### config.mk
export PLATFORM = sky130hd
export DESIGN_NAME = jk_cmd_debounce
export DESIGN_NICKNAME = d
export VERILOG_FILES = /design/src/rtl/jk_cmd_debounce.sv
export SDC_FILE = /design/constraint.sdc
export NUM_CORES = 1
export LEC_CHECK = 0
export CAP_MARGIN = 10
export CORE_ASPECT_RATIO = 0.8
export CORE_UTILIZATION = 61
export CTS_BUF_LIST = sky130_fd_sc_hd__clkbuf_8
export CTS_CLUSTER_SIZE = 12
export DETAILED_ROUTE_END_ITERATION = 6
export GPL_ROUTABILITY_DRIVEN = 0
export PLACE_DENSITY_LB_ADDON = 0.25
export SLEW_MARGIN = 20
export SYNTH_ARGS = -nofsm -noshare
export SYNTH_HDL_FRONTEND = slang
export SYNTH_SLANG_ARGS = --single-unit
### constraint.sdc
create_clock -name clk -period 2.25 [get_ports clk]
set_clock_uncertainty 0.1 [all_clocks]
set_input_delay 0.45 -clock clk [delete_from_list [all_inputs] [get_ports clk]]
set_output_delay 0.45 -clock clk [all_outputs]
set_load 0.03 [all_outputs]
### src/rtl/jk_cmd_debounce.sv
// Debounces set/clear/toggle buttons and issues one-cycle J/K commands to the JK flip-flop bank.
// Latency: a clean press appears on enable DEBOUNCE+2 edges after the raw input is first sampled.
// No backpressure: the downstream flop accepts every strobe; collision losers are dropped, not held.
module jk_cmd_debounce #(
    parameter int DEBOUNCE = 1000
) (
    input  logic       clk,
    input  logic       Rn,
    input  logic       btn_set,
    input  logic       btn_clr,
    input  logic       btn_tog,
    output logic       J,
    output logic       K,
    output logic       enable,
    output logic       event_drop,
    output logic [2:0] stable
);

    localparam int CW = $clog2(DEBOUNCE);
    localparam logic [CW-1:0] CNT_MAX = CW'(DEBOUNCE - 1);

    // Channel order everywhere is {tog, clr, set}.
    logic [2:0]    raw;
    logic [2:0]    sync1_q;
    logic [2:0]    sync2_q;
    logic [2:0]    stable_q;
    logic [2:0]    stable_d;
    logic [2:0]    stable_prev_q;
    logic [CW-1:0] cnt_q [3];
    logic [CW-1:0] cnt_d [3];
    logic [2:0]    rise;

    logic          j_q, j_d;
    logic          k_q, k_d;
    logic          en_q, en_d;
    logic          drop_q, drop_d;

    assign raw = {btn_tog, btn_clr, btn_set};

    always_ff @(posedge clk or negedge Rn) begin
        if (!Rn) begin
            sync1_q <= '0;
            sync2_q <= '0;
        end else begin
            sync1_q <= raw;
            sync2_q <= sync1_q;
        end
    end

    // Any cycle where the synchronised level agrees with the stable level restarts the count.
    always_comb begin
        stable_d = stable_q;
        for (int i = 0; i < 3; i++) begin
            cnt_d[i] = '0;
            if (sync2_q[i] != stable_q[i]) begin
                if (cnt_q[i] == CNT_MAX) begin
                    stable_d[i] = sync2_q[i];
                end else begin
                    cnt_d[i] = cnt_q[i] + CW'(1);
                end
            end
        end
    end

    always_ff @(posedge clk or negedge Rn) begin
        if (!Rn) begin
            stable_q      <= '0;
            stable_prev_q <= '0;
            for (int i = 0; i < 3; i++) begin
                cnt_q[i] <= '0;
            end
        end else begin
            stable_q      <= stable_d;
            stable_prev_q <= stable_q;
            for (int i = 0; i < 3; i++) begin
                cnt_q[i] <= cnt_d[i];
            end
        end
    end

    assign rise = stable_q & ~stable_prev_q;

    // Priority clr > set > tog; any other simultaneous rise is reported as dropped.
    always_comb begin
        j_d    = 1'b0;
        k_d    = 1'b0;
        en_d   = 1'b0;
        drop_d = 1'b0;
        if (rise[1]) begin
            k_d    = 1'b1;
            en_d   = 1'b1;
            drop_d = rise[0] | rise[2];
        end else if (rise[0]) begin
            j_d    = 1'b1;
            en_d   = 1'b1;
            drop_d = rise[2];
        end else if (rise[2]) begin
            j_d    = 1'b1;
            k_d    = 1'b1;
            en_d   = 1'b1;
        end
    end

    always_ff @(posedge clk or negedge Rn) begin
        if (!Rn) begin
            j_q    <= 1'b0;
            k_q    <= 1'b0;
            en_q   <= 1'b0;
            drop_q <= 1'b0;
        end else begin
            j_q    <= j_d;
            k_q    <= k_d;
            en_q   <= en_d;
            drop_q <= drop_d;
        end
    end

    assign J          = j_q;
    assign K          = k_q;
    assign enable     = en_q;
    assign event_drop = drop_q;
    assign stable     = stable_q;

endmodule

==> metrics.txt <==
# TYPE chip_impl_metric gauge
chip_impl_metric{name="detail_route.iter0.violations",unit=""} 90
chip_impl_metric{name="internal_power",unit="mW"} 1.152
chip_impl_info{name="hold_path.class",value="primary input to asynchronous set/reset pin"} 1
chip_impl_metric{name="final_hold_viol_count",unit=""} 8
chip_impl_metric{name="number_of_enable_flip_flop_cells_after_synthesis",unit=""} 0
chip_impl_info{name="cts-root-buf",value="sky130_fd_sc_hd__clkbuf_8"} 1
chip_impl_metric{name="vias",unit=""} 1451
chip_impl_info{name="run_status",value="finished, violations left"} 1
chip_impl_metric{name="timing_worst_slew_pin_value",unit="ps"} 482.7
chip_impl_metric{name="tritoncts_num_sinks",unit=""} 46
chip_impl_metric{name="cts_max_level",unit=""} 2
chip_impl_metric{name="ant_nets",unit=""} 0
chip_impl_metric{name="syn_area_per_cell",unit="um^2"} 10.87
chip_impl_info{name="rsz0062_at_grt",value="no"} 1
chip_impl_metric{name="reg_area",unit="um^2"} 1151
chip_impl_metric{name="share_comb_of_total_power",unit=""} 0.044
chip_impl_metric{name="total_setup_buffers_inserted_after_cts",unit=""} 0
chip_impl_info{name="reg2reg_to",value="cnt_q[17]"} 1
chip_impl_metric{name="worst_r2r_setup_slack",unit="ps"} 500
chip_impl_metric{name="post_synthesis_instance_area",unit="um^2"} 2043
chip_impl_metric{name="max_cap_viol_count",unit=""} 0
chip_impl_metric{name="global_route_wire_length_before_repair",unit="um"} 6106
chip_impl_metric{name="cts-resized-gates",unit=""} 0
chip_impl_metric{name="synth_top_area_frac",unit=""} 0.5634
chip_impl_metric{name="num_io_pins",unit=""} 12
chip_impl_metric{name="area_delta_synth_final",unit="%"} 13.72
chip_impl_metric{name="num-nets-final",unit=""} 215
chip_impl_metric{name="synthDistinctLibCells",unit=""} 36
chip_impl_info{name="crit_type",value="register to output pin"} 1
chip_impl_metric{name="worstRegToRegCells",unit=""} 5
chip_impl_metric{name="multi_input_area",unit="um^2"} 888.4
chip_impl_metric{name="port_buffers",unit=""} 11
chip_impl_metric{name="rows",unit=""} 18
chip_impl_info{name="crit_chain",value="clkdlybuf4s50_1"} 1
chip_impl_metric{name="period_share",unit=""} 0.8919
chip_impl_metric{name="totalWireLength",unit="um"} 3685
chip_impl_metric{name="clk-insertion-delay-late",unit="ps"} 300
chip_impl_metric{name="drv_slew",unit=""} 0
chip_impl_metric{name="ys.warnings.count",unit=""} 0
chip_impl_metric{name="antenna_found_initial",unit=""} 0
chip_impl_info{name="r2r_start",value="cnt_q[10]"} 1
chip_impl_metric{name="route.detailed.wl_per_inst",unit="um"} 14.86
chip_impl_metric{name="register_bit_count_reported_by_yosys",unit=""} 46
chip_impl_metric{name="worst-endpoint-arrival",unit="ps"} 1460
chip_impl_metric{name="n_antenna_cell",unit=""} 0
chip_impl_info{name="timing.critical_path.from_type",value="register"} 1
chip_impl_metric{name="layout-drive-gt1-share",unit=""} 0.07212
chip_impl_metric{name="finalSetupTns",unit="ps"} 0
chip_impl_info{name="worst_setup_path_end_kind",value="output pin"} 1
chip_impl_info{name="violations",value="hold timing"} 1
chip_impl_metric{name="fin_worst_hold_slack",unit="ps"} -3.251
chip_impl_metric{name="clock_power_share",unit=""} 0.373
chip_impl_info{name="cell_types_with_the_largest_area_share_after_synthesis",value="sky130_fd_sc_hd__dfrtp_1, sky130_fd_sc_hd__nor2_1, sky130_fd_sc_hd__xnor2_1, sky130_fd_sc_hd__nand3_1, sky130_fd_sc_hd__xor2_1"} 1
chip_impl_info{name="critical-path-top-delay-family",value="buffers and inverters"} 1
chip_impl_metric{name="leakage",unit="nW"} 1.051
chip_impl_metric{name="slew_headroom",unit=""} 0.6782
chip_impl_metric{name="peak_supply_drop",unit="V"} 0.0005390
chip_impl_metric{name="mappedNetlistNets",unit=""} 196
chip_impl_metric{name="cts-buffers-inserted",unit=""} 5
chip_impl_metric{name="initial_core_utilization",unit=""} 0.6527
chip_impl_metric{name="crit_fanout",unit=""} 6
chip_impl_metric{name="cellPowerDensity",unit="nW/um^2"} 638.4
chip_impl_metric{name="report.final.setup_viol",unit=""} 0
chip_impl_metric{name="drt_pre_antenna_iters",unit=""} 4
chip_impl_metric{name="fp.coreArea",unit="um^2"} 3131
chip_impl_metric{name="layout.cells.non_filler",unit=""} 248
chip_impl_info{name="synth_top_cell_by_area",value="sky130_fd_sc_hd__dfrtp_1"} 1
chip_impl_metric{name="fillCellCount",unit=""} 217
chip_impl_metric{name="cp_slowest_stage_delay",unit="ps"} 710
chip_impl_metric{name="first_global_vias",unit=""} 1320
chip_impl_metric{name="critPathBufInv",unit=""} 1
chip_impl_metric{name="clk_pin_slew_worst_paths",unit="ps"} 90
chip_impl_info{name="tritoncts",value="built"} 1
chip_impl_metric{name="p_switching",unit="uW"} 330.8
chip_impl_metric{name="hold_buffers",unit=""} 0
chip_impl_metric{name="dieArea",unit="um^2"} 3586
chip_impl_metric{name="dp_cells",unit=""} 240
chip_impl_metric{name="ys_seq_area_frac",unit=""} 0.5634
chip_impl_metric{name="pin_count_of_the_biggest_net_entering_global_routing",unit=""} 26
chip_impl_metric{name="fmax",unit="GHz"} 0.4983
chip_impl_metric{name="synth_async_sr_flop_share",unit=""} 1.000
chip_impl_metric{name="finalWorstPathRequiredPeriod",unit="ps"} 2007
chip_impl_metric{name="sequentialPowerShare",unit=""} 0.583
chip_impl_info{name="synth-main-ff-cell",value="sky130_fd_sc_hd__dfrtp_1"} 1
chip_impl_metric{name="route.detailed.vias_per_inst",unit=""} 5.851
chip_impl_metric{name="drc_errors",unit=""} 0
chip_impl_metric{name="sw_frac_of_total",unit=""} 0.2230
chip_impl_info{name="critical-path-slowest-cell",value="sky130_fd_sc_hd__clkdlybuf4s50_1"} 1
chip_impl_metric{name="grtUsageTotal",unit=""} 0.2419
chip_impl_metric{name="postSynthCellCount",unit=""} 188
chip_impl_metric{name="cts_max_path_buffers",unit=""} 2
chip_impl_metric{name="critical_path_required",unit="ps"} 1700
chip_impl_metric{name="hpwlAfterDp",unit="um"} 2602
chip_impl_metric{name="final_core_utilization",unit=""} 0.7422
chip_impl_metric{name="die_w",unit="um"} 66.71
chip_impl_metric{name="die_extent_in_y",unit="um"} 53.77
chip_impl_metric{name="grt.overflow.total",unit=""} 0
==> layout by cell type, fill, tap and decap left out, types with 3 or more instances in the layout <==
cell,Yosys,layout
sky130_fd_sc_hd__nand2_1,12,12
sky130_fd_sc_hd__o21ai_0,4,4
sky130_fd_sc_hd__xnor2_1,12,12
sky130_fd_sc_hd__clkdlybuf4s50_1,0,10
sky130_fd_sc_hd__clkbuf_8,0,7
sky130_fd_sc_hd__nand2b_1,5,5
sky130_fd_sc_hd__nor2_1,33,33
sky130_fd_sc_hd__ha_1,3,3
sky130_fd_sc_hd__nor2b_1,3,3
sky130_fd_sc_hd__a31oi_1,3,3
sky130_fd_sc_hd__and3_1,6,6
sky130_fd_sc_hd__dfrtp_1,46,46
sky130_fd_sc_hd__nand4_1,3,3
sky130_fd_sc_hd__nand3_1,16,16
sky130_fd_sc_hd__xor2_1,9,9
sky130_fd_sc_hd__nand3b_1,3,3
sky130_fd_sc_hd__a21oi_1,5,5
==> metrics by stage <==
stage / hold WS (ps) / instance area (um^2) / power, mW / setup slack, ps
after floorplan: 54.41 / 2043 / 0.9087 / 681.2
after global placement: 234.3 / 2218 / 0.9427 / 592.9
after detailed placement: 239.4 / 2218 / 0.9467 / 522.8
after CTS: 14.99 / 2323 / 1.495 / 232.6
after global routing: 17.91 / 2323 / 1.554 / 173.0
final: -3.251 / 2323 / 1.483 / 243.2
==> sequential cells by signal, indices dropped and copies added, names as in the netlist <==
register / cells
sync2_q: 3
stable_prev_q: 3
stable: 3
cnt_q: 30
sync1_q: 3
event_drop: 1
enable: 1
J: 1
K: 1
==> synthesized netlist by cell type (2+ instances only) <==
| master | count |
|---|---|
| sky130_fd_sc_hd__a21oi_1 | 5 |
| sky130_fd_sc_hd__a31oi_1 | 3 |
| sky130_fd_sc_hd__and3_1 | 6 |
| sky130_fd_sc_hd__and4bb_1 | 2 |
| sky130_fd_sc_hd__dfrtp_1 | 46 |
| sky130_fd_sc_hd__ha_1 | 3 |
| sky130_fd_sc_hd__mux2_1 | 2 |
| sky130_fd_sc_hd__nand2_1 | 12 |
| sky130_fd_sc_hd__nand2b_1 | 5 |
| sky130_fd_sc_hd__nand3_1 | 16 |
| sky130_fd_sc_hd__nand3b_1 | 3 |
| sky130_fd_sc_hd__nand4_1 | 3 |
| sky130_fd_sc_hd__nor2_1 | 33 |
| sky130_fd_sc_hd__nor2b_1 | 3 |
| sky130_fd_sc_hd__o21ai_0 | 4 |
| sky130_fd_sc_hd__or2_1 | 2 |
| sky130_fd_sc_hd__or3_1 | 2 |
| sky130_fd_sc_hd__xnor2_1 | 12 |
| sky130_fd_sc_hd__xor2_1 | 9 |
==> worst max-delay path by stage <==
stage	slack, ps	startpoint	endpoint	cells after the start
floorplan	680	cnt_q[10]	cnt_q[17]	5
global placement	590	stable[1]	stable[1]	1
detailed placement	520	cnt_q[10]	cnt_q[17]	5
CTS	230	stable[2]	stable[2]	1
global route	170	stable[0]	stable[0]	1
finish	240	stable[2]	stable[2]	1
==> cell type report <==
cell class / instances / area share
tap: 40 / 0.02154
multi-input combinational: 141 / 0.3823
inverter: 1 / 0.001616
timing repair buffer: 12 / 0.05385
sequential: 46 / 0.4954
clock inverter: 1 / 0.003770
clock buffer: 7 / 0.04146
==> power groups by stage <==
stage / clock network (mW) / registers [mW] / logic [mW]
after global placement: 0 / 0.879 / 0.0640
final: 0.554 / 0.864 / 0.0653
after detailed placement: 0 / 0.880 / 0.0664
after CTS: 0.565 / 0.864 / 0.0668
after floorplan: 0 / 0.876 / 0.0325
after global routing: 0.611 / 0.868 / 0.0750
==> layer usage <==
metal,share of wire,vias to the layer above,GRT usage
met1,0.43,704,0.2943
met4,0.0079,0,0.08156
met3,0.049,4,0.08475
met5,0,-,0
met2,0.52,49,0.4057
li1,-,694,-
==> cell families (layout without fill, tap and decap cells) <==
family | count (synthesis) | in the layout | share of synthesized area
compound gates | 17 | 17 | 0.05083
xor+xnor | 21 | 21 | 0.09002
fa+ha+maj | 4 | 4 | 0.02327
buf+inv | 1 | 21 | 0.001835
flops | 46 | 46 | 0.5634
mux | 3 | 3 | 0.01837
simple gates | 96 | 96 | 0.2523
Power figures use the tool's default switching activity.
